--- src/rtl/macrocell_reg.sv ---
// -----------------------------------------------------------------------------
// macrocell_reg
//
// Macrocell storage element at the receiving end of the clock/enable routing.
// It implements the macrocell flip-flop in D, T, JK or SR mode. All state is
// clocked from the single global clock. A product-term clock is modelled as a
// synchronised, rising-edge-detected update strobe. The block also keeps a
// saturating count of q transitions for simulation statistics.
//
// Parameters
//   CNT_W      width of the saturating q-transition counter
//
// Ports
//   gclk       global clock; all state updates on its rising edge
//   gclr_n     global clear, asynchronous, active-low
//   clk_sel    0: every gclk edge is a clock event, 1: ptclk rising edges only
//   ptclk      product-term clock request (level)
//   ffen       routed clock-enable; 1 = clock events are accepted
//   mode       00 D, 01 T, 10 JK, 11 SR
//   d          D / T / J / S data input
//   k          K / R data input (ignored in D and T modes)
//   ar         reset product term, synchronous, highest priority
//   ap         preset product term, synchronous, below ar
//   fb_bypass  1: fb carries d, 0: fb carries q
//   q          register output
//   fb         feedback mux output (combinational)
//   upd        one-cycle strobe after each accepted data load
//   tog_cnt    saturating count of q transitions
// -----------------------------------------------------------------------------
module macrocell_reg #(
    parameter int CNT_W = 8
) (
    input  logic             gclk,
    input  logic             gclr_n,
    input  logic             clk_sel,
    input  logic             ptclk,
    input  logic             ffen,
    input  logic [1:0]       mode,
    input  logic             d,
    input  logic             k,
    input  logic             ar,
    input  logic             ap,
    input  logic             fb_bypass,
    output logic             q,
    output logic             fb,
    output logic             upd,
    output logic [CNT_W-1:0] tog_cnt
);

    typedef enum logic [1:0] {
        MODE_D  = 2'b00,
        MODE_T  = 2'b01,
        MODE_JK = 2'b10,
        MODE_SR = 2'b11
    } mode_e;

    mode_e mode_sel;
    assign mode_sel = mode_e'(mode);

    // -------------------------------------------------------------------------
    // Product-term clock synchroniser and rising-edge detector.
    // ptclk_q is the first sample, ptclk_prev the one before it. A level held
    // high yields exactly one pt_event; falling edges produce nothing.
    // -------------------------------------------------------------------------
    logic ptclk_q;
    logic ptclk_prev;
    logic pt_event;

    assign pt_event = ptclk_q & ~ptclk_prev;

    // -------------------------------------------------------------------------
    // Clock event and load qualification. ar/ap take precedence over a data
    // load and ignore ffen and clk_sel entirely.
    // -------------------------------------------------------------------------
    logic clk_event;
    logic do_load;

    assign clk_event = clk_sel ? pt_event : 1'b1;
    assign do_load   = clk_event & ffen & ~ar & ~ap;

    // -------------------------------------------------------------------------
    // Data-load value for the selected flip-flop mode.
    // -------------------------------------------------------------------------
    logic load_val;

    always_comb begin
        // NOTE: every combinational output gets a default first so that no
        // path through the case leaves it unassigned (which would infer a latch).
        load_val = q;
        unique case (mode_sel)
            MODE_D:  load_val = d;
            MODE_T:  load_val = q ^ d;
            MODE_JK: begin
                unique case ({d, k})
                    2'b00:   load_val = q;
                    2'b01:   load_val = 1'b0;
                    2'b10:   load_val = 1'b1;
                    default: load_val = ~q;
                endcase
            end
            MODE_SR: begin
                // Set only when S=1 and R=0; R wins when both are asserted.
                unique case ({d, k})
                    2'b00:   load_val = q;
                    2'b10:   load_val = 1'b1;
                    default: load_val = 1'b0;
                endcase
            end
            default: load_val = q;
        endcase
    end

    // -------------------------------------------------------------------------
    // Next q with the override priority: ar, then ap, then data load, else hold.
    // -------------------------------------------------------------------------
    logic q_next;

    always_comb begin
        q_next = q;
        if (ar) begin
            q_next = 1'b0;
        end else if (ap) begin
            q_next = 1'b1;
        end else if (do_load) begin
            q_next = load_val;
        end
    end

    // The counter counts every q change regardless of its cause and stops at
    // all-ones rather than wrapping.
    logic tog_sat;
    logic q_changes;

    assign tog_sat   = &tog_cnt;
    assign q_changes = q_next ^ q;

    // -------------------------------------------------------------------------
    // State registers.
    // -------------------------------------------------------------------------
    always_ff @(posedge gclk or negedge gclr_n) begin
        // NOTE: clocked state uses non-blocking assignments so every register
        // samples the pre-edge values, independent of statement order.
        if (!gclr_n) begin
            ptclk_q    <= 1'b0;
            ptclk_prev <= 1'b0;
            q          <= 1'b0;
            upd        <= 1'b0;
            tog_cnt    <= '0;
        end else begin
            ptclk_q    <= ptclk;
            ptclk_prev <= ptclk_q;
            q          <= q_next;
            upd        <= do_load;
            if (q_changes && !tog_sat) begin
                tog_cnt <= tog_cnt + CNT_W'(1);
            end
        end
    end

    // Feedback path is purely combinational.
    assign fb = fb_bypass ? d : q;

endmodule

--- config.mk ---
export PLATFORM = sky130hd
export DESIGN_NAME = macrocell_reg
export DESIGN_NICKNAME = d
export VERILOG_FILES = /design/src/rtl/macrocell_reg.sv
export SDC_FILE = /design/constraint.sdc
export NUM_CORES = 1
export LEC_CHECK = 0
export ABC_AREA = 1
export BUFFER_PORTS_ARGS = -buffer_cell sky130_fd_sc_hd__buf_2
export CAP_MARGIN = 40
export CORE_MARGIN = 1.5
export CORE_UTILIZATION = 43
export DETAILED_ROUTE_END_ITERATION = 8
export PLACE_DENSITY = 0.72
export RECOVER_POWER = 100
export SYNTH_ARGS = -nofsm -noshare
export SYNTH_HDL_FRONTEND = slang
export SYNTH_SLANG_ARGS = --single-unit
--- constraint.sdc ---
create_clock -name gclk -period 1.35 [get_ports gclk]
set_clock_uncertainty 0.15 [all_clocks]
set_input_delay 0.0675 -clock gclk [delete_from_list [all_inputs] [get_ports gclk]]
set_output_delay 0.0675 -clock gclk [all_outputs]
set_load 0.02 [all_outputs]
==> impl_metrics.yaml, run 1 <==
route:
  ant_nets: 0
  drtIter0Drc: 16
  drc: 0
  routed_wl_um: 1990
  vias_per_cell: 5.21
  firstDrtPassIters: 4
  wl_per_cell_um: 12.4
  vias: 834
setup_path:
  cp-end-kind: "register"
  r2r-end: "tog_cnt[2]$_DFFE_PN0P_"
  crit_type: "register to register"
  endpoint: "tog_cnt[2]$_DFFE_PN0P_"
  r2r_cells: 12
  r2r-start: "q$_DFF_PN0_"
  startpoint: "q$_DFF_PN0_"
  critPathMaxFanout: 8
  worstPathRequired_ps: 1370
  start_kind: "register"
  crit_arrival_ps: 1620
  ff2ff_setup_slack_ps: -260
grt:
  grt_pass1_vias: 714
  grt_max_degree: 13
  globalRouteOverflowTotal: 0
  antenna_found_initial: 0
  gr-usage-all-layers_pct: 22.1
  grt_pass1_wl_um: 3080
place:
  io_buffers: 22
  gp_congestion: 0.888
  dp_hpwl_um: 1260
  dp.cells: 146
  post-place-ws_ps: -207
clocking:
  cts-buffers-inserted: 3
  hold_buffers: 2
  clock-sinks: 12
  clock_path_buffers: 2
  htree_levels: 1
  cts_tree: "done"
  root_buffer: "clkbuf_4"
  path_clk_slew_ps: 80
  clock_latency_ps: 280
pwr:
  pwr-share-seq_pct: 34.9
  p_int_mw: 0.853
  power_frac_comb_pct: 48.2
  p_leak_nw: 0.600
  power_density_nw_per_um2: 1250
  p_sw_share_pct: 39.5
  vdd_drop_max_mv: 0.955
  pwr-share-clk_pct: 16.8
  switching_power_mw: 0.558
sta:
  fmax_mhz: 622
  setup_viol: 10
  fin_ws_ps: -257
  rsz0062_at_grt: "yes"
  drv_slew: 0
  holdWs_ps: -49.4
  min_period_over_period_pct: 119
  period_minus_slack_ps: 1610
  max-slew-margin-rel_pct: 57.2
  hold_viol: 1
  tightestPinTransition_ps: 642
die:
  core-area_sq_um: 1520
  die_y_um: 43.6
  io_pins: 23
  dieArea_sq_um: 1900
  initial_core_util_pct: 46.6
  rows: 14
  die-width_um: 43.6
logic_synthesis:
  ys_types: 18
  syn_nets: 105
  synth_seq_area_share_pct: 42.3
  netlist_area_sq_um: 709
  avgSynthCellArea_sq_um: 7.71
  ys_ff_latch: 12
  syn_inst: 92
  yosysWarnings: 0
cells_and_area:
  antenna_cells: 0
  fin_cells: 160
  fill_cells: 120
  area_growth_pct: 59.1
  layout-drive-gt1-share_pct: 43.1
  final_nets: 158
outcome:
  violations: "negative hold slack, negative setup slack"
  status: "complete, but fails checks"
worst_hold_path:
  hold_path.class: "primary input to register"
job:
  cap_violations: 0
==> state kept, by name, indices dropped and copies added (netlist names) <==
| signal | flops |
|---|---|
| ptclk_prev | 1 |
| tog_cnt | 8 |
| upd | 1 |
| ptclk_q | 1 |
| q | 1 |
==> logic make-up after synthesis <==
| group | synth area share, % |
|---|---|
| buffers and inverters | 6.88 |
| XOR/XNOR | 6.17 |
| flip-flops | 42.3 |
| AO/OA/AOI/OAI | 2.65 |
| AND/OR/NAND/NOR | 40.2 |
| adder cells (fa/ha/maj) | 1.76 |
==> cell usage after synthesis <==
cell	n	area share [%]
nand3_2	1	1.4
nand4_1	11	9.7
nand2_1	35	19
nand2_4	1	1.6
nand3_4	1	2.5
nand2_2	1	0.88
o21ai_0	2	1.4
xnor2_1	2	2.5
a21oi_2	1	1.2
nor2_1	2	1.1
nand3_1	4	2.8
inv_2	1	0.53
ha_1	1	1.8
nand3b_1	1	1.1
xor2_1	3	3.7
nor3_1	1	0.70
dfrtp_1	12	42
inv_1	12	6.3
==> critical path, cell delays in order, from the launching register on <==
cell,delay (ps)
dfrtp_2,430
nand2_2,60
nand2_1,40
nand3_1,60
nand2_1,50
nand2_1,60
nand2_1,60
nand2_2,120
nand2_4,80
nand2_4,90
nand3_4,140
nand2_2,110
nand2_1,50
==> layout by cell type, fill, tap and decap left out, types with 2 or more instances in the layout <==
master and count:
buf_2 10, dfrtp_1 8, dlygate4sd3_1 2, inv_1 10, nand3_4 2, buf_4 21, clkbuf_2 3, clkbuf_4 3
buf_6 2, nand2_2 8, clkbuf_1 9, nor2_1 2, nand4_1 11, xnor2_1 2, nand2_4 2, dfrtp_2 4
nand2_1 28, inv_2 3, xor2_1 3, nand3_1 4
==> area by class of cell <==
type / instances / area [sq um] / area share [%]
repair buffers: 47 / 315 / 27.9
well taps: 16 / 20.0 / 1.77
clock buffers: 4 / 26.3 / 2.33
flip-flops and latches: 12 / 305 / 27.1
multi-input cells: 68 / 413 / 36.6
inverters: 13 / 48.8 / 4.32
==> how the worst min path moves through the flow <==
stage,startpoint,to,slack (ps),cells past startpoint
3_3_place_gp,gclr_n,tog_cnt[7]$_DFFE_PN0P_,-190,1
3_5_place_dp,gclr_n,tog_cnt[3]$_DFFE_PN0P_,-190,1
6_report,clk_sel,upd$_DFF_PN0_,-50,3
2_1_floorplan,gclr_n,ptclk_prev$_DFF_PN0_,-380,0
5_1_grt,clk_sel,upd$_DFF_PN0_,-40,3
4_1_cts,clk_sel,upd$_DFF_PN0_,-50,3
==> power by group through the flow <==
| stage | sequential (mW) | combinational (mW) | clock [mW] |
|---|---|---|---|
| final | 0.493 | 0.681 | 0.237 |
| after CTS | 0.492 | 0.644 | 0.238 |
| after floorplan | 0.613 | 0.214 | 0 |
| after detailed placement | 0.499 | 0.618 | 0 |
| after global placement | 0.496 | 0.613 | 0 |
| after global routing | 0.507 | 0.736 | 0.257 |
==> timing repair <==
action / 4_1_cts / 5_1_grt
cloned: 1 / 0
resized for setup: 5 / 9
buffers inserted: 0 / 7
pin swaps: 4 / 9
setup endpoints to repair: 9 / 10
hold endpoints to repair: 14 / 1
==> stage by stage <==
step	TNS, ps	total power, mW	cell area, sq um	utilization (%)
floorplan	-1000	0.827	732	-
global placement	-1190	1.11	982	64.4
detailed placement	-1570	1.12	982	64.4
CTS	-1580	1.37	1050	69.1
global route	-3260	1.50	1130	74.1
finish	-2050	1.41	1130	74.1
==> layer usage <==
layer / wire length (um) / track usage, % / vias to the layer above / part of all wire [%]
met1: 840 / 27.9 / 385 / 42
li1: - / - / 408 / -
met5: 0 / 0 / - / 0
met2: 986 / 36.2 / 32 / 50
met3: 94 / 5.00 / 9 / 4.7
met4: 63 / 9.09 / 0 / 3.2
Power figures use the tool's default switching activity.
==> run 2: changes to the inputs <==
Settings changed: SETUP_SLACK_MARGIN set to 0.05.
==> impl_metrics.yaml, run 2 (same netlist as run 1, synthesis figures left out) <==
outcome:
  status: "complete, but fails checks"
  violations: "negative hold slack, negative setup slack"
sta:
  min_period_over_period_pct: 117
  setup_viol: 10
  holdWs_ps: -41.6
  max-slew-margin-rel_pct: 56.2
  hold_viol: 1
  tightestPinTransition_ps: 657
  drv_slew: 0
  fmax_mhz: 633
  rsz0062_at_grt: "yes"
  fin_ws_ps: -229
  period_minus_slack_ps: 1580
pwr:
  vdd_drop_max_mv: 0.970
  p_int_mw: 0.871
  power_frac_comb_pct: 48.9
  pwr-share-clk_pct: 16.7
  pwr-share-seq_pct: 34.4
  p_leak_nw: 0.634
  switching_power_mw: 0.561
  p_sw_share_pct: 39.2
  power_density_nw_per_um2: 1230
route:
  routed_wl_um: 2040
  wl_per_cell_um: 12.7
  firstDrtPassIters: 4
  vias: 840
  drc: 0
  ant_nets: 0
  drtIter0Drc: 36
  vias_per_cell: 5.22
grt:
  globalRouteOverflowTotal: 0
  gr-usage-all-layers_pct: 22.5
  grt_pass1_wl_um: 3150
  antenna_found_initial: 0
  grt_pass1_vias: 744
  grt_max_degree: 13
place:
  io_buffers: 22
  dp_hpwl_um: 1260
  place_area_sq_um: 982
  dp.cells: 146
  gp_congestion: 0.888
setup_path:
  cpLargestDelayFamily: "simple AND/OR/NAND/NOR gates"
  worstPathRequired_ps: 1370
  cp-end-kind: "register"
  path_buf_inv: 1
  critPathMaxFanout: 8
  slowest_delay_ps: 380
  start_kind: "register"
  crit_arrival_ps: 1590
  crit_type: "register to register"
  path_cells: "inv_2, nand2_2, a21oi_2, nand2_1, nand2_1, nand2_2, nand3_4, nand3_4, nand2_2, nand2_1"
  cpMaxStageDelayCell: "dfrtp_1"
cells_and_area:
  fin_cells: 161
  area_growth_pct: 63.8
  final_cell_mix: "28 x nand2_1, 22 x buf_4, 18 x buf_2"
  antenna_cells: 0
  fill_cells: 112
  largest_reg_flops: 8
  largest_register: "tog_cnt"
  fin_area_sq_um: 1160
  final_common_cell: "nand2_1"
  final_nets: 159
  layout-drive-gt1-share_pct: 47.6
clocking:
  cts-buffers-inserted: 3
  path_clk_slew_ps: 80
  clock_latency_ps: 280
  clock-sinks: 12
  clock_path_buffers: 2
  cts_tree: "done"
  htree_levels: 1
  hold_buffers: 2
  root_buffer: "clkbuf_4"
die:
  io_pins: 23
  initial_core_util_pct: 46.6
  dieArea_sq_um: 1900
  die-width_um: 43.6
  die_y_um: 43.6
  core-area_sq_um: 1520
  rows: 14
job:
  cap_violations: 0
worst_hold_path:
  hold_path.class: "primary input to register"
[run 2: changes by cell type in the layout (fill, tap and decap cells not counted), sizes merged]
cell,previous run,this run
clkbuf,15,6
buf,34,44
[run 2: power by group through the flow]
stage	logic, mW	clock network [mW]	registers (mW)
after floorplan	0.214	0	0.613
after global placement	0.613	0	0.496
after detailed placement	0.618	0	0.499
after CTS	0.655	0.238	0.491
after global routing	0.753	0.257	0.506
final	0.700	0.239	0.492
[run 2: worst register-to-register path, stage by stage (launching register included)]
cell     delay (ps)
dfrtp_1         380
inv_2            50
nand2_2          50
a21oi_2         160
nand2_1          80
nand2_1          70
nand2_2          90
nand3_4         140
nand3_4         140
nand2_2         110
nand2_1          60
[run 2: through the flow]
step | setup slack (ps) | setup TNS (ps) | util, % | power [mW]
after global placement | -162 | -1190 | 64.4 | 1.11
after detailed placement | -207 | -1570 | 64.4 | 1.12
after floorplan | -126 | -1000 | - | 0.827
after global routing | -365 | -3050 | 76.3 | 1.52
final | -229 | -1840 | 76.3 | 1.43
after CTS | -193 | -1520 | 70.5 | 1.38
[run 2: final timing paths]
check                                      from                     end  slack, ps  cells after the start
max                        ptclk_prev$_DFF_PN0_  tog_cnt[2]$_DFFE_PN0P_       -230                     10
min                                     clk_sel           upd$_DFF_PN0_        -40                      3
min reg2reg                   ptclk_q$_DFF_PN0_    ptclk_prev$_DFF_PN0_        250                      0
min in group asynchronous                gclr_n             q$_DFF_PN0_        170                      2
max in group asynchronous                gclr_n  tog_cnt[2]$_DFFE_PN0P_        420                      2
max reg2reg                ptclk_prev$_DFF_PN0_  tog_cnt[2]$_DFFE_PN0P_       -230                     10
[run 2: cell type report]
class,count,area (sq um),area share [%]
Timing Repair Buffer,48,337,29.0
Multi-Input combinational cell,68,425,36.6
Clock buffer,4,26.3,2.26
Inverter,13,48.8,4.20
Sequential cell,12,305,26.3
Tap cell,16,20.0,1.72
[run 2: metal layers]
metal  GRT usage [%]  up-vias  wire length, um
met5               0        -                0
met4            9.70        0               33
met3            5.00        5              126
met2            37.4       28             1040
met1            27.9      399              844
li1                -      408                -
[run 2: timing repair]
item                                    in CTS  in global routing
resized for setup                           10                  8
gates cloned                                 1                  0
pin swaps                                    6                  9
setup buffers                                1                  7
endpoints found under the hold margin       14                  1
endpoints found under the setup margin       9                 11
==> run 3: changes to the inputs <==
--- a/config.mk
+++ b/config.mk
@@ -11,5 +11,5 @@
 export CORE_MARGIN = 1.5
-export CORE_UTILIZATION = 43
+export CORE_UTILIZATION = 48
 export DETAILED_ROUTE_END_ITERATION = 8
-export PLACE_DENSITY = 0.72
+export PLACE_DENSITY = 0.76
 export RECOVER_POWER = 100
==> constraint.sdc (replaced) <==
create_clock -name gclk -period 1.6 [get_ports gclk]
set_clock_uncertainty 0.15 [all_clocks]
set_input_delay 0 -clock gclk [delete_from_list [all_inputs] [get_ports gclk]]
set_output_delay 0 -clock gclk [all_outputs]
set_load 0.02 [all_outputs]
==> impl_metrics.yaml, run 3 (same netlist as run 1, synthesis figures left out) <==
outcome:
  status: "complete, but fails checks"
  violations: "negative setup slack"
sta:
  period_minus_slack_ps: 1650
  holdWs_ps: 41.0
  finalSetupTns_ps: -353
  min_period_over_period_pct: 103
  max-slew-margin-rel_pct: 63.5
  rsz0062_at_grt: "yes"
  fmax_mhz: 605
  tightestPinTransition_ps: 545
  hold_viol: 0
  setup_viol: 8
  fin_ws_ps: -53.5
  drv_slew: 0
pwr:
  p_leak_nw: 0.554
  power.total_mw: 1.14
  power_density_nw_per_um2: 1070
  vdd_drop_max_mv: 0.810
place:
  place_area_sq_um: 871
  gp_congestion: 0.834
  dp.cells: 133
  io_buffers: 22
  dp_hpwl_um: 1260
  post-place-ws_ps: 22.3
die:
  die_y_um: 41.4
  dieArea_sq_um: 1720
  initial_core_util_pct: 53.2
  rows: 13
  die-width_um: 41.4
  core-area_sq_um: 1330
  io_pins: 23
setup_path:
  crit_type: "register to register"
  slowest_delay_ps: 360
  cp-end-kind: "register"
  path_cells: "inv_1, nand2_2, nand2_1, nand3_1, nand2_1, nand2_1, nand2_2, nand2_4, nand2_4, nand3_4, nand2_2, nand2_1"
  cpMostUsedCell: "nand2_1"
  r2r_cells: 12
  r2r-end: "tog_cnt[2]$_DFFE_PN0P_"
  r2r-start: "ptclk_prev$_DFF_PN0_"
  worstPathRequired_ps: 1620
  cpMaxStageDelayCell: "dfrtp_1"
  critPathMaxFanout: 8
  crit_arrival_ps: 1670
  ff2ff_setup_slack_ps: -50
  start_kind: "register"
cells_and_area:
  largest_reg_flops: 8
  layout-drive-gt1-share_pct: 34.1
  final_nets: 152
  final_cell_mix: "24 x nand2_1, 13 x nand2_2, 12 x inv_1, 12 x buf_2"
  largest_register: "tog_cnt"
  fin_cells: 153
  finish.utilization_pct: 79.5
  antenna_cells: 0
  area_growth_pct: 49.4
  fin_area_sq_um: 1060
  final_common_cell: "nand2_1"
clocking:
  clock-sinks: 12
  root_buffer: "clkbuf_4"
  cts-buffers-inserted: 3
  cts_tree: "done"
  clock_latency_ps: 280
  htree_levels: 1
  clock_path_buffers: 2
  path_clk_slew_ps: 90
grt:
  antenna_found_initial: 0
  gr-usage-all-layers_pct: 26.3
  grt_max_degree: 13
  grt_pass1_vias: 820
  grt_pass1_wl_um: 3490
  globalRouteOverflowTotal: 0
route:
  drtIter0Drc: 56
  routed_wl_um: 2210
  vias_per_cell: 5.63
  wl_per_cell_um: 14.4
  vias: 862
  drc: 0
  firstDrtPassIters: 4
  ant_nets: 0
job:
  cap_violations: 0
worst_hold_path:
  min_from: "ar"
  min_to: "tog_cnt[2]$_DFFE_PN0P_"
  hold_path.class: "primary input to register"
  whs_path_depth: 5
run 3: changes by cell type in the layout (fill, tap and decap cells not counted), sizes merged:
cell / previous run / this run
buf: 44 / 23
clkbuf: 6 / 14
dlygate4sd3: 2 / 7
nand2: 38 / 39
run 3: area by class of cell:
cell class | instances | area (sq um)
Multi-Input combinational cell | 69 | 413
Fill cell | 86 | 274
Sequential cell | 12 | 303
Tap cell | 15 | 18.8
Clock buffer | 4 | 26.3
Inverter | 13 | 48.8
Timing Repair Buffer | 40 | 250
run 3: power by group:
| group | internal (mW) | leakage (nW) | switching [mW] |
|---|---|---|---|
| registers | 0.364 | 0.152 | 0.0463 |
| clock network | 0.0967 | 0.0150 | 0.110 |
| logic | 0.203 | 0.386 | 0.316 |
run 3: worst max-delay path: cells and delay by family, from the launching register on:
family                 cells  cell delay [ps]
AND/OR/NAND/NOR           11              960
flip-flops                 1              360
buffers and inverters      1               60
run 3: metal layers:
metal	vias up	share of wire (%)	global-route usage, %
met5	-	0	0
met4	0	2.4	10.3
met3	10	6.9	4.78
met2	49	51	45.0
met1	405	40	32.7
li1	398	-	-
run 3: worst max-delay path by stage:
stage,start,endpoint,slack [ps],cells after the start
floorplan,q$_DFF_PN0_,tog_cnt[2]$_DFFE_PN0P_,50,12
global placement,q$_DFF_PN0_,tog_cnt[1]$_DFFE_PN0P_,70,12
detailed placement,q$_DFF_PN0_,tog_cnt[1]$_DFFE_PN0P_,20,12
CTS,q$_DFF_PN0_,tog_cnt[1]$_DFFE_PN0P_,50,12
global route,ptclk_prev$_DFF_PN0_,tog_cnt[5]$_DFFE_PN0P_,-200,12
finish,ptclk_prev$_DFF_PN0_,tog_cnt[2]$_DFFE_PN0P_,-50,12
run 3: timing repair:
item                                   4_1_cts  5_1_grt
setup endpoints to repair                    8        8
hold buffers                                 7        0
gates cloned                                 2        0
resized for setup                            4       11
pin swaps                                    1       12
buffers inserted                             1        6
endpoints found under the hold margin       15        0
